File: src/rtl/serial_adder_pkg.sv
// Shared types and defaults for the bit-serial adder.
package serial_adder_pkg;

    // Controller states: waiting, shifting one bit per clock, result presented.
    typedef enum logic [1:0] {
        IDLE  = 2'd0,
        SHIFT = 2'd1,
        DONE  = 2'd2
    } sadd_state_t;

    // Operand width used when the instantiating code does not override it.
    localparam int DEFAULT_WIDTH = 8;

endpackage : serial_adder_pkg

File: src/rtl/serial_adder_ctrl_fa_cell.sv
// Single-bit full adder cell. This is the only arithmetic in the adder;
// the controller time-multiplexes it across all operand bits.
module fa_cell (
    input  logic a,
    input  logic b,
    input  logic ci,
    output logic sum,
    output logic co
);

    logic w_half;

    // Propagate term is shared by sum and carry.
    assign w_half = a ^ b;
    assign sum    = w_half ^ ci;
    assign co     = (a & b) | (ci & w_half);

endmodule : fa_cell

File: src/rtl/serial_adder_ctrl.sv
// Bit-serial adder controller: captures two operands and a carry-in, feeds
// one bit pair per clock (LSB first) through a single full-adder cell, then
// presents {co, sum} with a one-cycle done pulse.
module serial_adder_ctrl
    import serial_adder_pkg::*;
#(
    parameter int WIDTH = DEFAULT_WIDTH
) (
    input  logic             clk,
    input  logic             rst_n,
    input  logic             start,
    input  logic [WIDTH-1:0] a,
    input  logic [WIDTH-1:0] b,
    input  logic             ci,
    output logic             busy,
    output logic             done,
    output logic [WIDTH-1:0] sum,
    output logic             co
);

    // Bit counter only needs to reach WIDTH-1.
    localparam int                CNT_W    = $clog2(WIDTH);
    localparam logic [CNT_W-1:0] CNT_LAST = CNT_W'(WIDTH - 1);

    sadd_state_t      r_state;
    logic [WIDTH-1:0] r_a_sr;
    logic [WIDTH-1:0] r_b_sr;
    logic [WIDTH-1:0] r_s_sr;
    logic             r_carry;
    logic [CNT_W-1:0] r_cnt;
    logic [WIDTH-1:0] r_sum;
    logic             r_co;
    logic             r_done;

    logic             w_accept;
    logic             w_shift;
    logic             w_last;
    logic             w_cell_sum;
    logic             w_cell_co;
    logic [WIDTH-1:0] w_s_next;

    // start is only honoured when no add is in flight.
    assign w_accept = start && ((r_state == IDLE) || (r_state == DONE));
    assign w_shift  = (r_state == SHIFT);
    assign w_last   = w_shift && (r_cnt == CNT_LAST);

    // New sum bit enters at the MSB so that after WIDTH shifts the LSB of
    // the result has walked down to bit 0.
    assign w_s_next = {w_cell_sum, r_s_sr[WIDTH-1:1]};

    fa_cell u_fa_cell (
        .a   (r_a_sr[0]),
        .b   (r_b_sr[0]),
        .ci  (r_carry),
        .sum (w_cell_sum),
        .co  (w_cell_co)
    );

    // State sequencing: IDLE -> SHIFT -> DONE -> (SHIFT on start | IDLE).
    always_ff @(posedge clk) begin
        if (!rst_n) begin
            r_state <= IDLE;
        end else begin
            case (r_state)
                IDLE:    r_state <= start ? SHIFT : IDLE;
                SHIFT:   r_state <= w_last ? DONE : SHIFT;
                DONE:    r_state <= start ? SHIFT : IDLE;
                default: r_state <= IDLE;
            endcase
        end
    end

    // Operand shift registers and carry flop: loaded on accept, shifted in
    // SHIFT, otherwise held so nothing toggles while idle.
    always_ff @(posedge clk) begin
        if (!rst_n) begin
            r_a_sr  <= '0;
            r_b_sr  <= '0;
            r_carry <= 1'b0;
        end else if (w_accept) begin
            r_a_sr  <= a;
            r_b_sr  <= b;
            r_carry <= ci;
        end else if (w_shift) begin
            r_a_sr  <= {1'b0, r_a_sr[WIDTH-1:1]};
            r_b_sr  <= {1'b0, r_b_sr[WIDTH-1:1]};
            r_carry <= w_cell_co;
        end
    end

    // Partial-sum shift register collects one cell output per SHIFT cycle.
    always_ff @(posedge clk) begin
        if (!rst_n) begin
            r_s_sr <= '0;
        end else if (w_shift) begin
            r_s_sr <= w_s_next;
        end
    end

    // Bit counter: cleared on accept, advanced through SHIFT, and held at
    // WIDTH-1 on the final shift so it never wraps.
    always_ff @(posedge clk) begin
        if (!rst_n) begin
            r_cnt <= '0;
        end else if (w_accept) begin
            r_cnt <= '0;
        end else if (w_shift && !w_last) begin
            r_cnt <= r_cnt + 1'b1;
        end
    end

    // Result registers update only on the final shift, so the previous
    // result stays visible throughout the next add.
    always_ff @(posedge clk) begin
        if (!rst_n) begin
            r_sum <= '0;
            r_co  <= 1'b0;
        end else if (w_last) begin
            r_sum <= w_s_next;
            r_co  <= w_cell_co;
        end
    end

    // done is high for exactly the cycle spent in DONE.
    always_ff @(posedge clk) begin
        if (!rst_n) begin
            r_done <= 1'b0;
        end else begin
            r_done <= w_last;
        end
    end

    assign busy = (r_state == SHIFT);
    assign done = r_done;
    assign sum  = r_sum;
    assign co   = r_co;

endmodule : serial_adder_ctrl

File: config.mk
export PLATFORM = sky130hd
export DESIGN_NAME = serial_adder_ctrl
export DESIGN_NICKNAME = d
export VERILOG_FILES = /design/src/rtl/serial_adder_pkg.sv /design/src/rtl/serial_adder_ctrl_fa_cell.sv /design/src/rtl/serial_adder_ctrl.sv
export SDC_FILE = /design/constraint.sdc
export NUM_CORES = 1
export LEC_CHECK = 0
export ABC_AREA = 1
export CAP_MARGIN = 20
export CORE_UTILIZATION = 50
export DETAILED_ROUTE_END_ITERATION = 10
export DONT_BUFFER_PORTS = 1
export PLACE_DENSITY = 0.76
export SETUP_SLACK_MARGIN = 0.05
export SYNTH_ARGS = -nofsm -noshare
export SYNTH_HDL_FRONTEND = slang
export SYNTH_SLANG_ARGS = --single-unit
File: constraint.sdc
create_clock -name clk -period 1.69 [get_ports clk]
set_clock_uncertainty 0.15 [all_clocks]
set_input_delay 0.338 -clock clk [delete_from_list [all_inputs] [get_ports clk]]
set_output_delay 0.338 -clock clk [all_outputs]
set_load 0.02 [all_outputs]
==> impl_metrics.toml, run 1 <==
[drt]
wl_met3_um = 147
routed.top_layer = "met4"
drc = 0
wl_mm = 3.18
via_per_inst = 4.94
vias = 1392
final_antenna_net_count = 0
wl_per_cell_um = 11.3
first_pass_iters = 4
route.met2.wl_mm = 1.50
wl_met1_mm = 1.48
dr.first_iter.drc_count = 71

[floorplan]
pin_count = 31
die_y_um = 61.2
start_util = 0.525
die_x_um = 61.2
design.die.area_sq_mm = 0.00374
fp-row-count = 21
core_area_sq_mm = 0.00334

[sta]
worstMarginPinSlew_ps = 581
tns_ps = 0
max_freq_mhz = 644
setup_viol = 0
slew_viol_final = 0
rsz0062_at_grt = "false"
hold_viol = 0
setup_slack_ps = 138
min_period_ps = 1550
timing.final.crit_share = 0.918
relSlewSlack = 0.612

[critical_path]
worst_path_max_delay_cell = "dfxtp_2"
criticalPathCategory = "reg -> out"
required_ps = 1200
startpoint_type = "flip-flop"
worstSetupEndpointType = "output port"
path_buf_inv = 1
crit_arrival_ps = 1060
max_stage_delay_ps = 400
cp_top_family = "flip-flops"
crit_chain = "inv_4 -> nor2_8"
cp_max_fo = 12

[clocking]
cts_buffers = 5
cts-root-buf = "clkbuf_4"
clk_pin_slew_ps = 120
post-cts-setup-buffer-count = 0
cts_tree = "built"
cts_buffer_depth = 2
cts.sinks = 39
cts_max_level = 2
insertion_delay_ps = 360

[flow_run]
cap_violations = 0

[hold_path]
hp-class = "in -> reg"

[power_and_ir_drop]
clockPowerShare = 0.347
power.leakage_nw = 0.860
swShare = 0.259
pwr-share-seq = 0.528
p_per_area_mw_per_mm2 = 1020
p_sw_uw = 494
ir_drop_mv = 0.569
total_power_mw = 1.91
p_int_mw = 1.41
combPwrFrac = 0.124

[logic_synthesis]
netlist_top_cells_area = "dfxtp_1, nand2_1, nor2_1"
postSynthCellCount = 231
async_flop_share = 0
yosys-top-cells-count = "nand2_1, dfxtp_1, nor2_1, inv_1, nand3_1"
synthesis.nets = 254
synth_area_per_cell_sq_um = 7.58
synth_edf_count = 0
synth-seq-cells = 39
synth_top_area_cell = "dfxtp_1"
synth_ff_type = "dfxtp_1"
synth_area_sq_mm = 0.00175
synth_top_area_frac = 0.446
synth_most_common_cell = "nand2_1"
yosysWarningCount = 0
synth_cell_types = 20
ys_seq_area_frac = 0.446

[cells_and_area]
nNetsFinal = 258
syn_to_final_growth_pct = 6.79
fin_cells = 282
drive_above_1_share = 0.110
utilization = 0.561
n_antenna_cell = 0

[grt]
antenna_found_initial = 0
grt_usage = 0.193
grt_pass1_wl_mm = 5.17
grt_overflow = 0
grt_pass1_vias = 1222
grt_max_degree = 29

[outcome]
status = "complete, no violations"

[placed_design]
hpwl_mm = 2.23
gp_congestion = 0.754
pre_cts_ws_ps = 211
io_buffers = 0
dp_cells = 271
-- routing by layer --
metal	vias to the layer above	track usage
met4	0	0.0779
met1	622	0.223
met3	6	0.0735
met2	30	0.321
li1	734	-
met5	-	0
-- cells in the final DEF (no fill, tap or decap), types with 2 or more instances in the layout --
| cell | count |
|---|---|
| nand2_1 | 41 |
| dfxtp_1 | 38 |
| nor2_1 | 33 |
| inv_1 | 30 |
| nand3_1 | 24 |
| o21ai_0 | 19 |
| a21oi_1 | 17 |
| clkbuf_4 | 5 |
| inv_2 | 3 |
| a211oi_2 | 3 |
| dlygate4sd3_1 | 3 |
| buf_4 | 3 |
| nor2_4 | 2 |
| nand2_2 | 2 |
| a21boi_0 | 2 |
| ha_1 | 2 |
-- layout make-up --
type,instances,area [sq um]
inverters,34,130
repair buffers,6,52.6
fillers,352,1470
multi-input cells,149,762
clock inverters,2,35.0
clock buffers,6,51.3
flip-flops and latches,39,782
well taps,46,57.6
-- cell families (layout without fill, tap and decap cells) --
kind of cell | count (synthesis) | count (layout) | synth area share
buffers and inverters | 43 | 48 | 0.119
AND/OR/NAND/NOR | 105 | 105 | 0.276
flip-flops | 39 | 39 | 0.446
AO/OA/AOI/OAI | 41 | 41 | 0.133
adder cells (fa/ha/maj) | 3 | 3 | 0.0257
-- through the flow --
| step | cell area, sq um | hold slack (ps) |
|---|---|---|
| detailed placement | 1750 | 319 |
| floorplan | 1750 | 289 |
| global placement | 1750 | 321 |
| finish | 1870 | 25.8 |
| CTS | 1870 | 9.78 |
| global route | 1870 | 47.3 |
-- worst paths after layout --
path | startpoint | endpoint | slack [ps] | depth (start not counted)
max | r_state[0] | busy | 140 | 2
max reg2reg | r_cnt[0] | sum[7] | 220 | 7
min reg2reg | r_a_sr[7] | r_a_sr[7] | 330 | 2
min | rst_n | r_b_sr[0] | 30 | 4
-- tightest hold or removal path: cells and delay by family --
kind / cells / cell delay [ps]
compound gates: 1 / 50
buf+inv: 1 / 40
simple gates: 2 / 70
-- state kept, by name (all words and copies together), names as in the netlist --
signal,count
co,1
done,1
r_a_sr,8
r_b_sr,8
r_carry,1
r_cnt,3
r_s_sr,7
r_state,2
sum,8
-- repair_timing --
item / CTS / global route
endpoints found under the setup margin: 1 / 0
hold buffers: 3 / 0
gates resized for setup: 1 / 0
hold endpoints to repair: 20 / 0
-- power by group through the flow --
stage	sequential (mW)	clock, mW	combinational (mW)
2_1_floorplan	1.02	0	0.213
3_3_place_gp	1.03	0	0.223
3_5_place_dp	1.03	0	0.228
4_1_cts	1.01	0.685	0.240
5_1_grt	1.01	0.731	0.270
6_report	1.01	0.662	0.237
Power figures use the tool's default switching activity.
==> inputs of run 2 (changes only) <==
Settings changed: SLEW_MARGIN from default to 30.
==> results of run 2 <==
Final layout, timing and power as in run 1 (identical DEF).
